**src/rtl/score_rank_sorter_if.sv**
```systemverilog
// score_rank_sorter_if: pair input, ranked-index output stream and error pulses of the rank sorter
interface score_rank_sorter_if;
    logic [7:0] i_index;
    logic [7:0] i_score;
    logic       i_rvalid;
    logic [7:0] o_index;
    logic [7:0] o_rank;
    logic       o_tvalid;
    logic       o_tlast;
    logic       i_tready;
    logic       o_overflow;
    logic       o_err_dup;
    modport master (
        output i_index, i_score, i_rvalid, i_tready,
        input  o_index, o_rank, o_tvalid, o_tlast, o_overflow, o_err_dup
    );
    modport slave (
        input  i_index, i_score, i_rvalid, i_tready,
        output o_index, o_rank, o_tvalid, o_tlast, o_overflow, o_err_dup
    );
endinterface

```
**src/rtl/score_rank_sorter.sv**
```systemverilog
// score_rank_sorter: writes (index, score) pairs into rank-addressed ping-pong tables and streams the TOPK best ranks
module score_rank_sorter #(
    parameter int COL  = 16,
    parameter int TOPK = 4
) (
    input logic i_clk,
    input logic i_reset,
    score_rank_sorter_if.slave bus
);
    localparam int AW = $clog2(COL);
    localparam logic [7:0] COL8 = 8'(COL);
    localparam logic [7:0] LAST_CNT = 8'(COL - 1);
    localparam logic [7:0] LAST_RANK = 8'(TOPK - 1);
    localparam logic [7:0] TOPK8 = 8'(TOPK);

    typedef enum logic [1:0] {FREE, FILL, FULL, READ} bank_t;
    typedef enum logic {IDLE, SEND} rd_t;

    bank_t st [2];
    logic [7:0] tbl [2][COL];
    logic [COL-1:0] mask [2];
    logic [7:0] wr_cnt;
    logic wr_bank, acc, last_full;
    rd_t state, state_n;
    logic rd_bank, rd_bank_n;
    logic [7:0] nr, nr_n;
    logic issue, iss_bank;
    logic [7:0] iss_rank;

    logic first, bank_free, acc_now, wr_en, in_rng, last_pair, dup;
    logic [AW-1:0] sidx;
    assign first = wr_cnt == 8'd0;
    assign bank_free = st[wr_bank] == FREE;
    assign acc_now = first ? bank_free : acc;
    assign wr_en = bus.i_rvalid && acc_now;
    assign in_rng = bus.i_score < COL8;
    assign sidx = bus.i_score[AW-1:0];
    assign last_pair = bus.i_rvalid && wr_cnt == LAST_CNT;
    assign dup = !first && mask[wr_bank][sidx];

    logic load, done, full0, full1, sb, start, more;
    assign load = !bus.o_tvalid || bus.i_tready;
    assign done = bus.o_tvalid && bus.o_tlast && bus.i_tready;
    assign full0 = st[0] == FULL;
    assign full1 = st[1] == FULL;
    // Normally banks complete alternately; last_full only breaks the tie if both are waiting.
    assign sb = (full0 && full1) ? !last_full : full1;
    assign start = load && (full0 || full1) && (state == IDLE || done);
    assign more = load && state == SEND && nr < TOPK8;

    always_ff @(posedge i_clk) begin
        if (i_reset) begin
            st <= '{FREE, FREE};
            wr_cnt <= 8'd0;
            wr_bank <= 1'b0;
            acc <= 1'b0;
            last_full <= 1'b0;
        end else begin
            if (bus.i_rvalid) wr_cnt <= last_pair ? 8'd0 : wr_cnt + 8'd1;
            if (bus.i_rvalid && first) acc <= bank_free;
            if (last_pair) wr_bank <= !wr_bank;
            for (int b = 0; b < 2; b++) begin
                if (wr_en && first && wr_bank == 1'(b)) st[b] <= FILL;
                if (wr_en && last_pair && wr_bank == 1'(b)) begin
                    st[b] <= FULL;
                    last_full <= 1'(b);
                end
                if (start && sb == 1'(b)) st[b] <= READ;
                if (done && rd_bank == 1'(b)) st[b] <= FREE;
            end
        end
    end

    // The first accepted pair wipes the bank, then its own write lands on top.
    always_ff @(posedge i_clk) begin
        if (wr_en) begin
            if (first) begin
                for (int j = 0; j < COL; j++) tbl[wr_bank][j] <= 8'hFF;
                mask[wr_bank] <= '0;
            end
            if (in_rng) begin
                tbl[wr_bank][sidx] <= bus.i_index;
                mask[wr_bank][sidx] <= 1'b1;
            end
        end
    end

    always_ff @(posedge i_clk) begin
        if (i_reset) begin
            state <= IDLE;
            rd_bank <= 1'b0;
            nr <= 8'd0;
        end else begin
            state <= state_n;
            rd_bank <= rd_bank_n;
            nr <= nr_n;
        end
    end

    always_comb begin
        state_n = start ? SEND : (done ? IDLE : state);
        rd_bank_n = start ? sb : rd_bank;
        nr_n = start ? 8'd1 : (more ? nr + 8'd1 : nr);
    end

    always_comb begin
        issue = start || more;
        iss_bank = start ? sb : rd_bank;
        iss_rank = start ? 8'd0 : nr;
    end

    always_ff @(posedge i_clk) begin
        if (i_reset) begin
            bus.o_index <= 8'd0;
            bus.o_rank <= 8'd0;
            bus.o_tvalid <= 1'b0;
            bus.o_tlast <= 1'b0;
            bus.o_overflow <= 1'b0;
            bus.o_err_dup <= 1'b0;
        end else begin
            if (load) bus.o_tvalid <= issue;
            if (load && issue) begin
                bus.o_index <= tbl[iss_bank][iss_rank[AW-1:0]];
                bus.o_rank <= iss_rank;
                bus.o_tlast <= iss_rank == LAST_RANK;
            end
            bus.o_overflow <= bus.i_rvalid && first && !bank_free;
            bus.o_err_dup <= wr_en && (!in_rng || dup);
        end
    end
endmodule

```
**src/flat_wrapper.sv**
```systemverilog
// flat-port wrapper written by rule: the top's interface ports become plain ports
module score_rank_sorter_flat 
#(
    parameter int COL  = 16,
    parameter int TOPK = 4
)
  (i_clk, i_reset, bus_i_index, bus_i_score, bus_i_rvalid, bus_i_tready, bus_o_index, bus_o_rank, bus_o_tvalid, bus_o_tlast, bus_o_overflow, bus_o_err_dup);
  score_rank_sorter_if bus_i ();
  input logic i_clk;
  input logic i_reset;
  input wire logic [$bits(bus_i.i_index)-1:0] bus_i_index;
  input wire logic [$bits(bus_i.i_score)-1:0] bus_i_score;
  input wire logic [$bits(bus_i.i_rvalid)-1:0] bus_i_rvalid;
  input wire logic [$bits(bus_i.i_tready)-1:0] bus_i_tready;
  output wire logic [$bits(bus_i.o_index)-1:0] bus_o_index;
  output wire logic [$bits(bus_i.o_rank)-1:0] bus_o_rank;
  output wire logic [$bits(bus_i.o_tvalid)-1:0] bus_o_tvalid;
  output wire logic [$bits(bus_i.o_tlast)-1:0] bus_o_tlast;
  output wire logic [$bits(bus_i.o_overflow)-1:0] bus_o_overflow;
  output wire logic [$bits(bus_i.o_err_dup)-1:0] bus_o_err_dup;
  assign bus_i.i_index = bus_i_index;
  assign bus_i.i_score = bus_i_score;
  assign bus_i.i_rvalid = bus_i_rvalid;
  assign bus_i.i_tready = bus_i_tready;
  assign bus_o_index = bus_i.o_index;
  assign bus_o_rank = bus_i.o_rank;
  assign bus_o_tvalid = bus_i.o_tvalid;
  assign bus_o_tlast = bus_i.o_tlast;
  assign bus_o_overflow = bus_i.o_overflow;
  assign bus_o_err_dup = bus_i.o_err_dup;
  score_rank_sorter #(.COL(COL), .TOPK(TOPK)) u_core (.i_clk(i_clk), .i_reset(i_reset), .bus(bus_i));
endmodule
```
**config.mk**
```make
export PLATFORM = sky130hd
export DESIGN_NAME = score_rank_sorter_flat
export DESIGN_NICKNAME = d
export VERILOG_FILES = /design/src/rtl/score_rank_sorter_if.sv /design/src/rtl/score_rank_sorter.sv /design/src/flat_wrapper.sv
export SDC_FILE = /design/constraint.sdc
export NUM_CORES = 1
export LEC_CHECK = 0
export BUFFER_PORTS_ARGS = -buffer_cell sky130_fd_sc_hd__buf_2
export CORE_MARGIN = 3
export CORE_UTILIZATION = 35
export DETAILED_ROUTE_END_ITERATION = 10
export GPL_TIMING_DRIVEN = 0
export PLACE_DENSITY = 0.52
export SLEW_MARGIN = 20
export SYNTH_ARGS = -nofsm -noshare
export SYNTH_HDL_FRONTEND = slang
export SYNTH_SLANG_ARGS = --single-unit
```
**constraint.sdc**
```tcl
create_clock -name i_clk -period 4.2 [get_ports i_clk]
set_input_delay 0.63 -clock i_clk [delete_from_list [all_inputs] [get_ports i_clk]]
set_output_delay 0.63 -clock i_clk [all_outputs]
set_load 0.005 [all_outputs]
```
==> results.md, run 1 <==
- The count of nets after finishing is 641.
- The worst setup skew after layout is 0.009409 ns.
- The min-delay analysis places its worst path in the category flip-flop to flip-flop.
- The worst setup path is launched from a flip-flop.
- The post-route worst setup slack is 1.105 ns.
- The width of the die is 145.2 um.
- The number of antenna violations at the first check in global routing is 0.
- The height of the chip is 145.2 um.
- The fraction of the cycle the final worst path needs is 73.69%.
- A synthesized cell averages 12.09 um^2.
- The area fraction of the dominant cell type after synthesis is 44.29%.
- The number of setup violations in the final report is 0.
- Among all flip-flop cells after synthesis, the most frequent one is sky130_fd_sc_hd__edfxtp_1.
- The capturing element type of the critical path is a flip-flop.
- After clock tree synthesis, the setup repair step added 0 buffers.
- The TritonCTS clock tree is done.
- For this run the aggregate overflow at the end of global routing stands at 0.
- The count of buffers inserted at the top-level ports is 38.
- The number of buffers on the longest clock path is 2.
- After clock tree synthesis, the clock-pin slew on the worst setup and hold paths is 0.06 ns.
- The sequential area share after synthesis is 57.87%.
- Counting every net in the synthesized netlist gives 584.
- The maximum level of the CTS H-tree is 4.
- The worst vdd rail ir drop is 0.0002316 V.
- Detailed placement finished with a half-perimeter wire length of 11.68 mm.
- The Yosys step of the flow raised 0 warnings.
- The largest driver fanout on the critical path is 10.
- The worst register-to-register path ends at u_core.tbl[1][98].
- In the global route stage, overall resource usage came out at 15.73%.
- For the worst setup path, the data arrival time is 3.14 ns.
- For this run, design rule violations remaining after detail routing come to 0.
- Setup repair after global routing left no endpoint under its margin.
- The worst slack at placement is 0.8849 ns.
- Pin placement for this block handled 40 I/O pins.
- Counting distinct cell types in the post-synthesis netlist gives 66.
- Counting the buffers created by CTS gives 17.
- The total routed wirelength is 16.23 mm.
- Across the run, the number of max-cap violations was 0.
- The commonest cells after synthesis are sky130_fd_sc_hd__edfxtp_1 (100), sky130_fd_sc_hd__nand2_1 (70), sky130_fd_sc_hd__nor2_1 (63).
- The share of final-layout standard cells stronger than drive strength 1 is 19.81%.
- The worst setup path category is flip-flop to flip-flop.
- The routed layout has 4566 vias.
- The per-cell routed wire length is 18.21 um.
- The count of pins over their slew limit was 0.
- Combinational logic is responsible for 5.0% of the overall power.
- The area added between synthesis and finish is 16.66%.
- The number of antenna diodes in the final layout is 0.
- The launching point of the worst reg2reg path is u_core.wr_cnt[0].
- By area the synthesized netlist is led by sky130_fd_sc_hd__edfxtp_1 (44%), sky130_fd_sc_hd__dfxtp_1 (14%), sky130_fd_sc_hd__nand2_1 (3.9%).
- Cells fill 41.87% of the core in the end.
- Measured in cells, the most critical reg-to-reg path has a length of 8.
- Counting I/O delays and the setup requirement, the final critical path takes 3.095 ns.
- The global-route wire length before repair is 25.83 mm.
- The die covers 21080 um^2.
- The relative contribution of sequential cells to total power is 47.1%.
- The cell sitting at the root of the clock tree is a sky130_fd_sc_hd__clkbuf_16.
- Of all flip-flops after synthesis, the portion carrying an async set or reset was 0%.
- The most critical setup path has its startpoint at u_core.wr_cnt[0].
- After clock tree synthesis, the repair step resized 0 gates.
- The number of global-route vias before repair is 4617.
- The achievable frequency is 323.1 MHz.
- The cell count after synthesis came out at 561.
- The power density relative to cell area is 418.6 nW/um^2.
- The initial standard-cell utilization of the core is 35.89%.
- Net switching is 21.67% of the power.
- The cell area that synthesis handed to floorplanning was 6780 um^2.
- Summed over all cells, the static leakage comes to 2.790 nW.
- The slew at the pin closest to its max-slew limit is 1.084 ns.
- In this run the standard cell core region covers 18890 um^2.
- The flop-to-flop setup slack is 1.11 ns.
- The total of fill cells in the finished design is 1783.
- The antenna violation net count after detailed routing is 0.
- Of all cell types, the one taking the most synthesized area is sky130_fd_sc_hd__edfxtp_1.
- The most common cell in the synthesized netlist is sky130_fd_sc_hd__edfxtp_1.
- The total power consumption of the routed design is 3.311 mW.
- The number of hold buffers added after cts is 0.
- In this run the tightest slew margin relative to its limit is 27.56%.
- In this run the core area contains 50 standard-cell rows.
- After detailed routing, the number of vias per cell comes to 5.125.
- The internal portion of the total power is 2.594 mW.
- The flow ran to the end, and the final reports show no timing, DRC or antenna violations.
- The routability-driven placement congestion ratio is 0.8268.
- The detailed-routing iteration count for the pre-antenna-repair pass is 5.
- The starting DRC count in detailed routing is 375.
- Once placement completed, the tool counted placed cells totaling 859.
- The sink count of the clock tree is 146.
- Adding up every negative setup slack in the final design gives 0 ns.
- The switching power of the nets is 0.7176 mW.
- The count of cells in the finished layout, fillers not included, comes to 891.
- The clock reaches the later pin of the worst-skew pair after 0.43 ns.
- The number of endpoints with negative hold slack in the final report was 0.
- STA puts the critical path data required time at 4.24 ns.
- The maximum number of pins on one net before global-route repair is 17.
- The proportion of power drawn by the clock network is 47.9%.
- The most critical setup path has its endpoint at u_core.tbl[1][98].
- The count of flip-flops with a built-in enable after synthesis is 100.
- The register bit total from synthesis is 146.
## how the worst min path moves through the flow
stage | startpoint | end | slack, ns | cells past startpoint
2_1_floorplan | u_core.bus.o_index[5] | u_core.bus.o_index[5] | 0.45 | 2
3_3_place_gp | u_core.bus.o_rank[1] | u_core.bus.o_rank[1] | 0.44 | 2
3_5_place_dp | u_core.bus.o_rank[1] | u_core.bus.o_rank[1] | 0.45 | 2
4_1_cts | u_core.bus.o_rank[1] | u_core.bus.o_rank[1] | 0.46 | 2
5_1_grt | u_core.nr[5] | u_core.nr[5] | 0.49 | 1
6_report | u_core.bus.o_rank[1] | u_core.bus.o_rank[1] | 0.46 | 2
## routing by layer
layer  global-route usage, %  share of wire [%]  up-vias
met4                   4.796                1.4        0
li1                        -                  -     2192
met3                   3.873                3.8       24
met1                   21.66                 48     2241
met5                       0                  0        -
met2                   24.67                 47      109
## logic make-up after synthesis
group / count (synthesis) / synth area share, %
AOI/OAI and AO/OA: 81 / 8.950
adders and majority gates: 3 / 0.5537
DFF: 146 / 57.87
muxes: 44 / 10.26
buffers and inverters: 44 / 3.118
and+or+nand+nor: 235 / 18.21
xor gates and xnor gates: 8 / 1.033
## area by class of cell
cell class | instances | area, um^2 | area share, %
Timing Repair Buffer | 38 | 190.2 | 2.404
Sequential cell | 146 | 3924 | 49.60
Clock buffer | 18 | 429.2 | 5.426
Clock inverter | 14 | 185.2 | 2.341
Buffer | 39 | 192.7 | 2.436
Multi-Input combinational cell | 371 | 2645 | 33.44
Inverter | 5 | 18.77 | 0.2373
Tap cell | 260 | 325.3 | 4.113
## stage by stage
step           instance area [um^2]  hold WS [ns]
4_1_cts                        7910        0.4581
2_1_floorplan                  6780        0.4483
3_3_place_gp                   7296        0.4447
3_5_place_dp                   7296        0.4500
6_report                       7910        0.4567
5_1_grt                        7910        0.4897
## critical path: stages (launching register included)
cell                      delay (ns)
sky130_fd_sc_hd__dfxtp_1        0.32
sky130_fd_sc_hd__inv_1          0.10
sky130_fd_sc_hd__ha_1           0.15
sky130_fd_sc_hd__nor3b_4        0.38
sky130_fd_sc_hd__nand3_1        0.18
sky130_fd_sc_hd__nor2_2         0.34
sky130_fd_sc_hd__buf_2          0.30
sky130_fd_sc_hd__a31oi_1        0.09
sky130_fd_sc_hd__nor2b_1        0.86
## state kept, by name, summed over array words and instances (netlist names), named ones only
register and flops:
u_core.bus.o_overflow 1, u_core.nr 8, u_core.bus.o_err_dup 1, u_core.mask 32, u_core.rd_bank 1, u_core.state 1
u_core.bus.o_index 8, u_core.acc 1, u_core.last_full 1, u_core.wr_bank 1, u_core.st 4, u_core.bus.o_rank 8
u_core.bus.o_tvalid 1, u_core.bus.o_tlast 1, u_core.tbl 68, u_core.wr_cnt 8
## power by group through the flow
stage | clock [mW] | sequential [mW] | combinational, mW
6_report | 1.59 | 1.56 | 0.165
5_1_grt | 1.67 | 1.56 | 0.182
4_1_cts | 1.61 | 1.56 | 0.166
3_5_place_dp | 0 | 1.59 | 0.165
3_3_place_gp | 0 | 1.59 | 0.164
2_1_floorplan | 0 | 1.59 | 0.109
## layout by cell type, fill, tap and decap left out, types with 3 or more instances in the layout
cell	n
sky130_fd_sc_hd__mux4_1	8
sky130_fd_sc_hd__a31oi_1	15
sky130_fd_sc_hd__mux2_2	10
sky130_fd_sc_hd__xor2_1	3
sky130_fd_sc_hd__dfxtp_1	46
sky130_fd_sc_hd__nor3_1	19
sky130_fd_sc_hd__o221ai_1	7
sky130_fd_sc_hd__mux2i_1	17
sky130_fd_sc_hd__nand3_1	7
sky130_fd_sc_hd__nor2_1	63
sky130_fd_sc_hd__a211oi_1	8
sky130_fd_sc_hd__ha_1	3
sky130_fd_sc_hd__xnor2_1	5
sky130_fd_sc_hd__inv_1	5
sky130_fd_sc_hd__bufinv_16	4
sky130_fd_sc_hd__mux4_2	9
sky130_fd_sc_hd__nor2_8	4
sky130_fd_sc_hd__clkbuf_16	17
sky130_fd_sc_hd__buf_6	3
sky130_fd_sc_hd__and2_1	4
sky130_fd_sc_hd__o22ai_1	3
sky130_fd_sc_hd__nand2b_1	7
sky130_fd_sc_hd__a21oi_1	21
sky130_fd_sc_hd__and3_1	15
sky130_fd_sc_hd__nand2_1	70
sky130_fd_sc_hd__clkinv_1	4
sky130_fd_sc_hd__a21o_1	4
sky130_fd_sc_hd__nor3_2	4
sky130_fd_sc_hd__clkbuf_1	21
sky130_fd_sc_hd__nor2b_1	23
sky130_fd_sc_hd__edfxtp_1	100
sky130_fd_sc_hd__buf_2	51
(Power assumes the default switching activity.)
==> run 2: changes to the inputs <==
ABC_AREA = 1   (was not set)
PLACE_DENSITY = 0.53   (was 0.52)
clock period = 2.5 ns   (was 4.2 ns; I/O delays follow)
==> run 2 against run 1 <==
Net effect: setup slack got worse by 0.99 ns; sequential power increased by 140%; largest power group is now sequential cells; final cell count increased by 58%; sequential share of layout area increased by 1.5 points; highest routed layer unchanged; worst hold slack got worse by 0.30 ns; core utilization increased by 0.93 points; non-clock buffer count increased by 32; combinational power increased to 2.8 times the previous value; routed wire length increased by 57%; critical endpoint is now u_core.tbl[1][67]; flip-flop and latch count increased by 60; design area increased by 42%.
==> results.md, run 2 <==
- The sink of the worst hold path is u_core.wr_cnt[0].
- The routability-driven placement congestion ratio is 0.8129.
- Of all flip-flops after synthesis, the portion carrying an async set or reset was 0%.
- Static timing analysis puts the maximum clock frequency at 420.1 MHz.
- Row generation in the floorplan step produced 59 rows.
- The total of warnings raised by yosys is 0.
- Once the floorplan was initialized, standard cells occupied 35.74% of the core.
- The flop-to-flop setup slack is 0.12 ns.
- The analysis attributes to cell leakage a power of 4.596 nW.
- Of the available clock period, the critical path in the final layout requires 95.22%.
- The count of cells along the worst register-to-register path is 12.
- Power spread over the standard cell area amounts to 653.3 nW/um^2.
- The number of cells on the worst hold path is 2.
- In this run the most critical hold path is launched from bus_i_rvalid.
- In this run the tightest slew margin relative to its limit is 20.75%.
- Averaged over all synthesized cells, the footprint is 9.676 um^2.
- Buffers placed on the I/O ports in this run total 39.
- The area enclosed by the die boundary is 28760 um^2.
- The DRC violation count after routing is 0.
- The clock arrives with 0.01568 ns of skew.
- The total routed wirelength is 25.44 mm.
- The clock-pin slew on the worst setup and hold paths is 0.06 ns.
- Walking the worst path, the cells encountered are nor4_4 -> nand2_2 -> nor2_4 -> nand2_4 -> nand2_2 -> inv_2 -> nor2_8 -> nand2_1 -> inv_2 -> nand2_2 -> a21oi_4 -> buf_12.
- The slew at the pin closest to its max-slew limit is 1.189 ns.
- In this run the deepest clock path goes through 3 buffers.
- The height of the chip is 169.6 um.
- The total power consumption of the routed design is 7.327 mW.
- The synthesized netlist net count is 991.
- After synthesis the cells add up to 9366 um^2.
- Counting instances in the post-synthesis netlist gives the leading cell types as sky130_fd_sc_hd__nand2_1 (199), sky130_fd_sc_hd__edfxtp_1 (160), sky130_fd_sc_hd__inv_1 (139).
- The largest single stage delay on the critical path is 0.34 ns.
- The detail route stage leaves a number of antenna-violating nets equal to 0.
- The worst setup path category is flip-flop to flip-flop.
- The total CTS buffers is 23.
- The area fraction of the dominant cell type after synthesis is 51.30%.
- The first global-routing pass estimated 38.61 mm of wire.
- In this run the clock root is driven by a sky130_fd_sc_hd__clkbuf_16.
- Setup repair after global routing left no endpoint under its margin.
- STA classifies the critical path endpoint as a flip-flop.
- The count of nets after finishing is 1079.
- The worst reg2reg path endpoint is u_core.tbl[1][67].
- The max-cap violation count is 0.
- The width of the die is 169.6 um.
- The slowest cell on the critical path is sky130_fd_sc_hd__dfxtp_2.
- By instance count, the cell type seen most on the critical path is sky130_fd_sc_hd__nand2_2.
- The sequential area share after synthesis is 61.13%.
- More flip-flops sit in one register than any other, and that register is u_core.tbl.
- Setup violations remaining at the end of the flow were counted as 0.
- For this block, the via count after detailed routing is 7056.
- In the final layout, the registers with the most flip-flops are u_core.tbl (128), u_core.mask (32).
- In the final layout, flip-flops and latches occupy 5727 um^2.
- Synthesis produced 968 cells.
- The synthesized design contains 160 enable-type register cells.
- The launching point of the worst reg2reg path is u_core.wr_cnt[7].
- Data on the critical path arrives at its endpoint at 2.60 ns.
- The number of endpoints with negative hold slack in the final report is 0.
- In the post-synthesis netlist, the cell with the most instances is sky130_fd_sc_hd__nand2_1.
- Along the worst path, the maximum fanout reaches 9.
- The worst min-delay path class is input pin to flip-flop.
- The sink count of the clock tree is 206.
- The starting DRC count in detailed routing is 503.
- Across every metal layer, demand over resource in global routing totals 17.44%.
- Sorting the synthesized cells by area gives the leading types as sky130_fd_sc_hd__edfxtp_1 (51%), sky130_fd_sc_hd__dfxtp_1 (9.8%), sky130_fd_sc_hd__nand2_1 (8.0%).
- Counting both buffers and inverters, the worst setup path holds a total of 3.
- Data on the critical path is required at its endpoint by 2.72 ns.
- The total of fill cells in the finished design is 2512.
- Dividing the detail-routed wire length by the instance count gives 18.08 um.
- The register bit total from synthesis is 206.
- The register with the most flip-flops in the layout has 128 of them.
- In the synthesized netlist the dominant register cell turns out to be sky130_fd_sc_hd__edfxtp_1.
- The repair_antennas step left the layout with diodes totalling 0.
- Measured on the finished design, the core utilization comes to 42.79%.
- The multi-input combinational cells in the finished layout cover a total of 3033 um^2.
- The worst vdd rail ir drop is 0.0004632 V.
- The number of I/O pins is 40.
- The maximum level of the CTS H-tree is 1.
- Clock latency on the worst-skew pair, taken at its later pin, is 0.51 ns.
- The largest area contributor in the netlist is sky130_fd_sc_hd__edfxtp_1.
- The half-perimeter wire length after placement is 17.81 mm.
- STA classifies the critical path startpoint as a flip-flop.
- The run finished with clean final reports.
- The maximum number of pins on one net before global-route repair is 13.
- The family of cells with the greatest summed delay on the critical path is simple AND/OR/NAND/NOR gates.
- The count of pins over their slew limit is 0.
- The detailed-routing iteration count for the pre-antenna-repair pass is 8.
- The minimum clock period after layout is 2.381 ns.
- The number of global-route vias before repair is 6721.
- The core area is 26210 um^2.
- The area added between synthesis and finish is 19.73%.
- The via count normalized by instance count is 5.015.
- The library cells used most frequently in the layout, excluding fill and tap cells, are sky130_fd_sc_hd__nand2_1 (192), sky130_fd_sc_hd__edfxtp_1 (160), sky130_fd_sc_hd__inv_1 (138).
- The number of antenna violations at the first check in global routing is 0.
- Global routing finished with a remaining overflow of 0.
- The most frequent standard cell in the layout excluding fill and tap cells is sky130_fd_sc_hd__nand2_1.
- The count of different cell masters after synthesis is 37.
- The TritonCTS clock tree is done.
- The share of final-layout standard cells stronger than drive strength 1 is 16.60%.
-- run 2: per-layer routing --
layer,GRT usage [%],share of wire (%),up-vias
met5,0,0,-
met4,6.152,3.1,0
met3,2.819,6.0,55
met2,27.89,47,194
met1,24.14,44,3382
li1,-,-,3425
-- run 2: worst max-delay path by stage --
stage                                        to  depth (start not counted)  slack [ns]             start
final                         u_core.tbl[1][67]                         12        0.12  u_core.wr_cnt[7]
after global routing      u_core.bus.o_index[4]                         13       0.003      u_core.st[0]
after CTS                     u_core.tbl[1][79]                         10       -0.18  u_core.wr_cnt[4]
after detailed placement      u_core.tbl[1][68]                         11       -0.53  u_core.wr_cnt[4]
after global placement        u_core.tbl[1][73]                         10       -0.52  u_core.wr_cnt[4]
after floorplan               u_core.mask[1][4]                         10        0.15  u_core.wr_cnt[4]
-- run 2: kinds of logic after synthesis --
family	Yosys count	share of synthesized area, %
fa+ha+maj	3	0.4008
xor+xnor	1	0.09352
flops	206	61.13
simple gates	420	21.56
compound gates	133	8.055
buf+inv	205	8.763
-- run 2: layout make-up --
class,count,area share [%]
clock buffer,36,5.746
sequential,206,51.07
clock inverter,5,0.2008
tap,335,3.738
inverter,159,5.445
multi-input combinational,557,27.04
buffer,46,2.042
timing repair buffer,63,4.719
-- run 2: where the power goes --
part,internal [mW],switching (mW),total (mW)
Clock,1.76,1.31,3.07
Combinational,0.159,0.304,0.462
Sequential,3.77,0.0243,3.79
Total,5.68,1.64,7.33
-- run 2: worst reg2reg max path, delay by kind of cell (launching register included) --
family / cells / cell delay (ns)
AND/OR/NAND/NOR: 8 / 1.18
flip-flops: 1 / 0.34
buffers and inverters: 3 / 0.33
AO/OA/AOI/OAI: 1 / 0.25
-- run 2: repair_timing --
| item | CTS | global route |
|---|---|---|
| buffers inserted | 2 | 21 |
| hold buffers | 0 | 0 |
| pin swaps | 2 | 14 |
| endpoints found under the setup margin | 152 | 180 |
| gates resized for setup | 31 | 34 |
-- run 2: metrics by stage --
| stage | cell area [um^2] | worst slack [ns] | setup TNS [ns] | hold WS [ns] | instances |
|---|---|---|---|---|---|
| after CTS | 10840 | -0.1801 | -8.129 | 0.1311 | 1386 |
| after global routing | 11210 | 0.002900 | 0 | 0.1548 | 1407 |
| after detailed placement | 9992 | -0.5289 | -57.67 | 0.4167 | 1343 |
| after floorplan | 9366 | 0.1504 | 0 | 0.4083 | 968 |
| final | 11210 | 0.1194 | 0 | 0.1559 | 1407 |
| after global placement | 9981 | -0.5160 | -60.04 | 0.4147 | 1342 |
